`config.mk`:
```
export PLATFORM = sky130hd
export DESIGN_NAME = egg_timer_display
export DESIGN_NICKNAME = d
export VERILOG_FILES = /design/src/rtl/egg_timer_display.sv
export SDC_FILE = /design/constraint.sdc
export NUM_CORES = 1
export LEC_CHECK = 0
export BUFFER_PORTS_ARGS = -buffer_cell sky130_fd_sc_hd__clkbuf_2
export CORE_MARGIN = 8
export CORE_UTILIZATION = 33
export CTS_CLUSTER_SIZE = 14
export DETAILED_ROUTE_END_ITERATION = 8
export PLACE_DENSITY_LB_ADDON = 0.3
export SLEW_MARGIN = 20
export SYNTH_ARGS = -nofsm -noshare
export SYNTH_HDL_FRONTEND = slang
export SYNTH_SLANG_ARGS = --single-unit
```
`constraint.sdc`:
```
create_clock -name clk -period 7.2 [get_ports clk]
set_input_delay 1.44 -clock clk [delete_from_list [all_inputs] [get_ports clk]]
set_output_delay 1.44 -clock clk [all_outputs]
set_load 0.01 [all_outputs]
```
`src/rtl/egg_timer_display.sv`:
```
// egg_timer_display: four-digit multiplexed seven-segment driver for an MM:SS egg timer.
// The digits are scanned s_ones -> s_tens -> m_ones -> m_tens, and each one is lit for
// SCAN_DIV clocks. A snapshot of the inputs is taken once per frame, so a frame never
// shows a mix of old and new digits. The display blinks while the alarm is up, and the
// colon (dp on m_ones) blinks while the timer runs.
// Optional build macro: EGG_DISP_LZB_EN enables leading-zero blanking of the m_tens digit.
module egg_timer_display #(
    parameter int SCAN_DIV     = 1000,
    parameter int BLINK_FRAMES = 64
) (
    input  logic       clk,
    input  logic       reset,
    input  logic [2:0] m_tens,
    input  logic [3:0] m_ones,
    input  logic [2:0] s_tens,
    input  logic [3:0] s_ones,
    input  logic       timer_on,
    input  logic       alarm,
    output logic [3:0] an,
    output logic [6:0] seg,
    output logic       dp
);

    localparam int CNT_W   = (SCAN_DIV > 1) ? $clog2(SCAN_DIV) : 1;
    localparam int FRAME_W = (BLINK_FRAMES > 1) ? $clog2(BLINK_FRAMES) : 1;

    localparam logic [CNT_W-1:0]   CNT_LAST   = CNT_W'(SCAN_DIV - 1);
    localparam logic [FRAME_W-1:0] FRAME_LAST = FRAME_W'(BLINK_FRAMES - 1);

    localparam logic [6:0] SEG_DASH = 7'b0111111;
    localparam logic [6:0] SEG_OFF  = 7'b1111111;

    // Scan order is simply increment-and-wrap, so 3 -> 0 closes a frame.
    typedef enum logic [1:0] {
        IDX_S_ONES = 2'd0,
        IDX_S_TENS = 2'd1,
        IDX_M_ONES = 2'd2,
        IDX_M_TENS = 2'd3
    } digit_idx_t;

    typedef struct packed {
        logic [2:0] m_tens;
        logic [3:0] m_ones;
        logic [2:0] s_tens;
        logic [3:0] s_ones;
    } digits_t;

    // Active-low {g,f,e,d,c,b,a}. Out-of-range values show a dash. Tens digits cap at 5.
    function automatic logic [6:0] seg_decode(input logic [3:0] value, input logic is_tens);
        logic [6:0] pattern;
        if (is_tens && value > 4'd5) begin
            pattern = SEG_DASH;
        end else begin
            case (value)
                4'd0:    pattern = 7'b1000000;
                4'd1:    pattern = 7'b1111001;
                4'd2:    pattern = 7'b0100100;
                4'd3:    pattern = 7'b0110000;
                4'd4:    pattern = 7'b0011001;
                4'd5:    pattern = 7'b0010010;
                4'd6:    pattern = 7'b0000010;
                4'd7:    pattern = 7'b1111000;
                4'd8:    pattern = 7'b0000000;
                4'd9:    pattern = 7'b0010000;
                default: pattern = SEG_DASH;
            endcase
        end
        return pattern;
    endfunction

    logic [CNT_W-1:0]   cnt_q,   cnt_d;
    digit_idx_t         idx_q,   idx_d;
    logic [FRAME_W-1:0] frame_q, frame_d;
    logic               blink_q, blink_d;
    digits_t            snap_q,  snap_d;
    logic [3:0]         an_q,    an_d;
    logic [6:0]         seg_q,   seg_d;
    logic               dp_q,    dp_d;

    logic               advance;
    digits_t            live;
    logic [3:0]         digit_val;
    logic               digit_is_tens;

    assign live = {m_tens, m_ones, s_tens, s_ones};

    // Scan timing, digit index, frame/blink counting and the per-frame input snapshot.
    always_comb begin
        // NOTE: every signal gets a default first, so no path through this block can infer a latch.
        cnt_d   = cnt_q + 1'b1;
        idx_d   = idx_q;
        frame_d = frame_q;
        blink_d = blink_q;
        snap_d  = snap_q;
        advance = (cnt_q == CNT_LAST);
        if (advance) begin
            cnt_d = '0;
            idx_d = digit_idx_t'(idx_q + 2'd1);
            if (idx_q == IDX_M_TENS) begin
                // Start of a new frame: take a fresh snapshot and count the frame.
                snap_d = live;
                if (frame_q == FRAME_LAST) begin
                    frame_d = '0;
                    blink_d = ~blink_q;
                end else begin
                    frame_d = frame_q + 1'b1;
                end
            end
        end
    end

    // Select the digit that is lit at the next advance edge.
    // snap_d holds the live inputs at the capture edge and holds the snapshot at all other edges.
    always_comb begin
        digit_val     = snap_d.s_ones;
        digit_is_tens = 1'b0;
        case (idx_d)
            IDX_S_ONES: digit_val = snap_d.s_ones;
            IDX_S_TENS: begin
                digit_val     = {1'b0, snap_d.s_tens};
                digit_is_tens = 1'b1;
            end
            IDX_M_ONES: digit_val = snap_d.m_ones;
            IDX_M_TENS: begin
                digit_val     = {1'b0, snap_d.m_tens};
                digit_is_tens = 1'b1;
            end
        endcase
    end

    // Compute the next registered anode, segment and dp values. They change only at advance edges.
    always_comb begin
        an_d  = an_q;
        seg_d = seg_q;
        dp_d  = dp_q;
        if (advance) begin
            an_d  = ~(4'b0001 << idx_d);
            seg_d = seg_decode(digit_val, digit_is_tens);
`ifdef EGG_DISP_LZB_EN
            // A leading zero in the minutes is blanked. The anode is still driven.
            if (idx_d == IDX_M_TENS && snap_d.m_tens == 3'd0) begin
                seg_d = SEG_OFF;
            end
`endif
            // The colon sits on m_ones. It is steady while idle and blinks while counting.
            dp_d = 1'b1;
            if (idx_d == IDX_M_ONES) begin
                dp_d = timer_on ? blink_d : 1'b0;
            end
            // The alarm blink has priority and also blanks the colon.
            if (alarm && blink_d) begin
                an_d = 4'b1111;
                dp_d = 1'b1;
            end
        end
    end

    // State registers. Reset leaves the display dark, parked just before digit 0.
    always_ff @(posedge clk or negedge reset) begin
        // NOTE: sequential state uses non-blocking assignments only; the snapshot is reset as well.
        if (!reset) begin
            cnt_q   <= '0;
            idx_q   <= IDX_M_TENS;
            frame_q <= '0;
            blink_q <= 1'b0;
            snap_q  <= '0;
            an_q    <= 4'b1111;
            seg_q   <= SEG_OFF;
            dp_q    <= 1'b1;
        end else begin
            cnt_q   <= cnt_d;
            idx_q   <= idx_d;
            frame_q <= frame_d;
            blink_q <= blink_d;
            snap_q  <= snap_d;
            an_q    <= an_d;
            seg_q   <= seg_d;
            dp_q    <= dp_d;
        end
    end

    assign an  = an_q;
    assign seg = seg_q;
    assign dp  = dp_q;

endmodule

```
# Word level (Yosys, flattened, before mapping)
# Memories as Yosys holds them, arrays and structs flattened.
# Cells that the tools add are included.
[classes]
add_sub_neg = 3
magnitude_cmp = 1
eq_ne = 6
shifts = 1
muxes = 15
n_bitwise = 2
reduce_logical = 5
[ops]
columns = ["operator", "n"]
rows = [
  ["14-bit two-way mux", 2],
  ["4-bit one-hot mux with 4 select lines", 1],
  ["10-bit by 1-bit adder with 10-bit output, second input constant", 1],
  ["10-bit == test, second input constant", 1],
  ["10-bit two-way mux", 1],
  ["1-bit two-way mux", 7],
  ["7-bit two-way mux", 1],
  ["6-bit by 1-bit adder with 6-bit output, second input constant", 1],
  ["2-bit == test, second input constant", 3],
  ["6-bit == test, second input constant", 1],
  ["6-bit two-way mux", 1],
  ["4-bit by 3-bit greater-than comparator with 1-bit output, second input constant", 1],
  ["4-bit two-way mux", 1],
  ["4-bit NOT", 1],
  ["1-bit by 2-bit << shifter with 4-bit output, first input constant", 1],
  ["2-bit by 1-bit adder with 2-bit output, second input constant", 1],
  ["2-bit by 1-bit == test with 1-bit output, second input constant", 1],
  ["1-bit logical AND", 2],
  ["2-bit logical NOT", 1],
  ["2-bit two-way mux", 1],
  ["2-bit AND reduction", 1],
  ["2-bit OR reduction", 1],
  ["1-bit NOT", 1],
]
[word_totals]
register_bits = 45
mem_bits_ro = 112
input_bits = 18
output_inout_bits = 12
word_cells = 45
mem_count = 1
[memory_table]
columns = ["memory", "depth", "width", "rd", "rd_ports_with_merged_regs", "wr", "line", "rtl"]
rows = [
  ["(name not given)", 16, 7, 1, 0, 0, "54", "case (value)"],
]

# Longest topological paths before layout
[logic_depth]
word_depth = 7
ltp_mapped = 14
mapped_depth_nobuf = 12

# Worst setup path before layout
# Ideal clock, no wire load.
[synth_timing]
kind = "register to register"
startpoint = "reg idx_q[1]"
endpoint = "reg seg_q[5] (netlist: seg[5])"
setup_time_ns = 0.068
arrival_ns = 3.314
required_ns = 7.132
setup_slack_ns = 3.818
stages_incl_launch_ff = 15
n_path_buf = 2
synth_period_minus_slack_ns = 3.382
path_cell_list = "dfstp_2 ha_1 buf_2 inv_2 nor4_4 buf_2 o211ai_1 o2111a_1 a211oi_1 inv_1 ha_1 nor3_1 a21oi_1 a211o_4 a21oi_2"
[synth_between]
elab_chain_cells = 7
elab_cells_between_ends = 16
cone_classes = "add/sub: 1; order compare: 1; eq/ne: 4; mux: 6; reduce/logical: 3; memory: 1"
[synth_rtl]
columns = ["element", "line", "rtl"]
rows = [
  ["start: declaration", "72", "digit_idx_t idx_q, idx_d;"],
  ["start signal: assignment", "172", "idx_q <= idx_d;"],
  ["2-bit by 1-bit adder with 2-bit output / 2-bit == test (equally long branches)", "98, 99", ""],
  ["2-bit two-way mux / 14-bit two-way mux (equally long branches)", "96, 99", ""],
  ["2-bit == test (tied with other cells)", "117", "case (idx_d)"],
  ["4-bit one-hot mux with 4 select lines / 2-bit OR reduction (equally long branches)", "--", ""],
  ["4-bit by 3-bit greater-than comparator with 1-bit output / 1-bit two-way mux (equally long branches)", "51, 117", ""],
  ["1-bit logical AND", "51", "if (is_tens && value > 4'd5) begin"],
  ["7-bit two-way mux (*)", "51", ""],
  ["end signal: assignment", "177", "seg_q <= seg_d;"],
  ["end: declaration", "77", "logic [6:0] seg_q, seg_d;"],
]
# Mark *: on every way between the ends. The rest lies on a longest branch, timed or not.
# A chain may end at the register's enable or synchronous reset.

# Worst setup path after layout
[layout_timing]
startpoint = "reg idx_q[0]"
endpoint = "reg seg_q[5] (netlist: seg[5])"
# The elaborated chain is that of the path after synthesis.

==> flow_summary.json <==
{
  "clk_latency_ps": 300,
  "drive_above_1_share_pct": 24.75,
  "holdBufCountCts": 0,
  "finalSetupViolCount": 0,
  "ys_ff_latch": 45,
  "mappedNetlistArea_um2": 2541,
  "tns_ps": 0,
  "ant_nets": 0,
  "crit_type": "flip-flop to flip-flop",
  "cts_sinks": 45,
  "fin_worst_skew_ps": 7.398,
  "ioPinCount": 30,
  "cp-start-kind": "flip-flop",
  "cp_cell_sequence": "ha_1, inv_2, nor4_4, buf_4, mux2i_1, o2111a_1, a211oi_1, inv_1, ha_1, nor3_1, a21oi_1, a211o_4, a21oi_2",
  "endpoint_kind": "flip-flop",
  "total_power_mw": 0.4531,
  "fmax_ghz": 0.2400,
  "nets": 320,
  "wl_um": 5724,
  "reg2reg_from": "idx_q[0]",
  "numCtsBuffers": 5,
  "slowest_delay_ps": 790,
  "track_usage_pct": 11.04,
  "max-cap-violations": 0,
  "hold_viol": 0,
  "drc": 0,
  "fp-row-count": 32,
  "layoutNonFillerInstCount": 397,
  "grt_max_degree": 46,
  "syn_area_per_cell_um2": 9.553,
  "synthCells": 266,
  "vias_per_cell": 4.935,
  "power.density_nw_per_um2": 156.0,
  "die_height_um": 103.8,
  "met3_usage_pct": 3.532,
  "dp_hpwl_um": 4172,
  "ff2ff_path_depth": 13,
  "ys_async_sr_fraction_pct": 100.0,
  "slew_violations": 0,
  "crit_top_cell": "ha_1",
  "post_cts_resize_count": 0,
  "cts-root-buf": "clkbuf_8",
  "endpoint": "seg[5]",
  "use_met2_pct": 16.04,
  "synth_edf_count": 0,
  "worst-path-max-fanout": 23,
  "initial_core_util_pct": 33.40,
  "area_growth_syn_to_layout_pct": 14.33,
  "cp-startpoint": "idx_q[0]",
  "grt_pass1_wl_um": 9867,
  "ys.warnings.count": 0,
  "setup_slack_ps": 3034,
  "numPlacedInstances": 389,
  "synth_cell_type_count": 52,
  "cts_tree": "built",
  "core_area_um2": 7607,
  "clockBufferDepth": 2,
  "die_w_um": 103.8,
  "cts_htree_levels": 2,
  "required_ps": 7440,
  "grt_pass1_vias": 1936,
  "leakage_nw": 1.275,
  "cts.clk_slew.worst_paths_ps": 80,
  "hold_path_class": "flip-flop to flip-flop",
  "synth_seq_area_share_pct": 45.00,
  "crit_arrival_ps": 4400,
  "gp_congestion": 0.8428,
  "post-place-ws_ps": 3096,
  "syn-num-nets": 292,
  "port_buffers": 29,
  "max_slew_margin_pct": 51.91,
  "reg2reg_slack_ps": 3030,
  "status": "finished clean",
  "die-area_um2": 10760,
  "rsz0062_at_grt": "no",
  "synth_ff_type": "dfrtp_1",
  "busiest_layer": "met2",
  "num_vias": 1959,
  "antenna_found_initial": 0,
  "grt_overflow": 0,
  "grt_util_met1_pct": 15.13,
  "drt_pass1_iterations": 4,
  "drt-wirelength-per-cell_um": 14.42,
  "postCtsSetupBuffers": 0,
  "drt-initial-drc-count": 95,
  "min_period_over_period_pct": 57.86,
  "period_needed_ps": 4166,
  "r2r-end": "seg[5]",
  "tightest_slew_ps": 719.2,
  "diodes": 0,
  "ir_worst_vdd_mv": 0.06748,
  "crit_slowest_cell": "dfstp_2"
}
placed cells by master (no fill, tap or decap), types with 4 or more instances in the layout:
master	count
ha_1	8
or3_1	4
mux2i_1	5
nor2_1	23
dfstp_2	14
nand4_1	5
clkbuf_8	5
o21ai_0	12
a31oi_1	4
a21oi_2	5
o211ai_1	5
and3_1	6
a21oi_1	6
mux4_2	4
nor2b_1	4
nand3_1	9
xnor2_1	6
dfrtp_1	31
clkbuf_2	29
inv_1	10
nand2_1	56
per-stage QoR:
step / hold slack (ps) / cell area [µm²] / util (%)
after global routing: 501.6 / 2905 / 38.19
final: 477.9 / 2905 / 38.19
after CTS: 481.2 / 2905 / 38.19
after floorplan: 438.7 / 2541 / -
after detailed placement: 469.3 / 2799 / 36.79
after global placement: 456.7 / 2799 / 36.79
Yosys cell counts, drive strengths merged (2+ instances only):
| master | instances | area, µm² |
|---|---|---|
| nand2 | 56 | 210.2 |
| dfrtp | 31 | 775.7 |
| nor2 | 23 | 86.33 |
| dfstp | 14 | 367.9 |
| o21ai | 13 | 76.33 |
| a21oi | 11 | 73.82 |
| inv | 11 | 41.29 |
| nand3 | 9 | 45.04 |
| ha | 8 | 100.1 |
| clkbuf | 7 | 26.28 |
| and3 | 6 | 37.54 |
| xnor2 | 6 | 52.55 |
| mux2i | 5 | 50.05 |
| nand4 | 5 | 31.28 |
| nor2b | 5 | 38.78 |
| o211ai | 5 | 37.54 |
| a31oi | 4 | 25.02 |
| buf | 4 | 17.52 |
| mux4 | 4 | 90.09 |
| nor3 | 4 | 25.02 |
| or3 | 4 | 25.02 |
| and2 | 3 | 18.77 |
| mux2 | 3 | 33.78 |
| xor2 | 3 | 26.28 |
| a211o | 2 | 26.28 |
layer usage:
layer / part of all wire (%) / vias to the layer above
li1: - / 977
met2: 42 / 46
met5: 0 / -
met3: 6.1 / 6
met4: 1.1 / 0
met1: 51 / 930
logic make-up (layout without fill, tap and decap cells):
family	after synthesis	after routing	share of synthesized area (%)
xor gates and xnor gates	9	9	3.102
muxes	12	12	6.844
buffers and inverters	23	52	3.496
adders and majority gates	8	8	3.939
AOI/OAI and AO/OA	49	49	14.23
and+or+nand+nor	120	120	23.39
DFF	45	45	45.00
sequential cells by signal, indices dropped and copies added (netlist names):
signal and count:
an 4, blink_q 1, cnt_q 10, dp 1, frame_q 6, idx_q 2, seg 7, snap_q 14
layout make-up:
cell class | count | area [µm²]
clock buffers | 6 | 72.57
clock inverters | 2 | 33.78
fillers | 784 | 4702
inverters | 12 | 45.04
multi-input cells | 198 | 1315
flip-flops and latches | 45 | 1144
well taps | 102 | 127.6
repair buffers | 32 | 167.7
critical path: cells and delay by family, from the launching register on:
family	cells	cell delay, ps
fa+ha+maj	2	660
compound gates	5	1440
mux	1	180
buf+inv	3	570
simple gates	2	470
flops	1	790
worst min path at each step:
stage	from	endpoint	slack (ps)	cells after the start
2_1_floorplan	frame_q[4]	frame_q[4]	440	1
4_1_cts	cnt_q[0]	cnt_q[0]	480	1
5_1_grt	cnt_q[0]	cnt_q[0]	500	1
6_report	seg[6]	seg[6]	480	2
3_3_place_gp	frame_q[4]	frame_q[4]	460	1
3_5_place_dp	cnt_q[0]	cnt_q[0]	470	1
where the power goes:
group          total [mW]  switching [mW]  internal, mW
combinational      0.0114         0.00750       0.00388
clock               0.189          0.0863         0.103
sequential          0.253               0         0.253
total               0.453          0.0938         0.359
(Power assumes the default switching activity.)
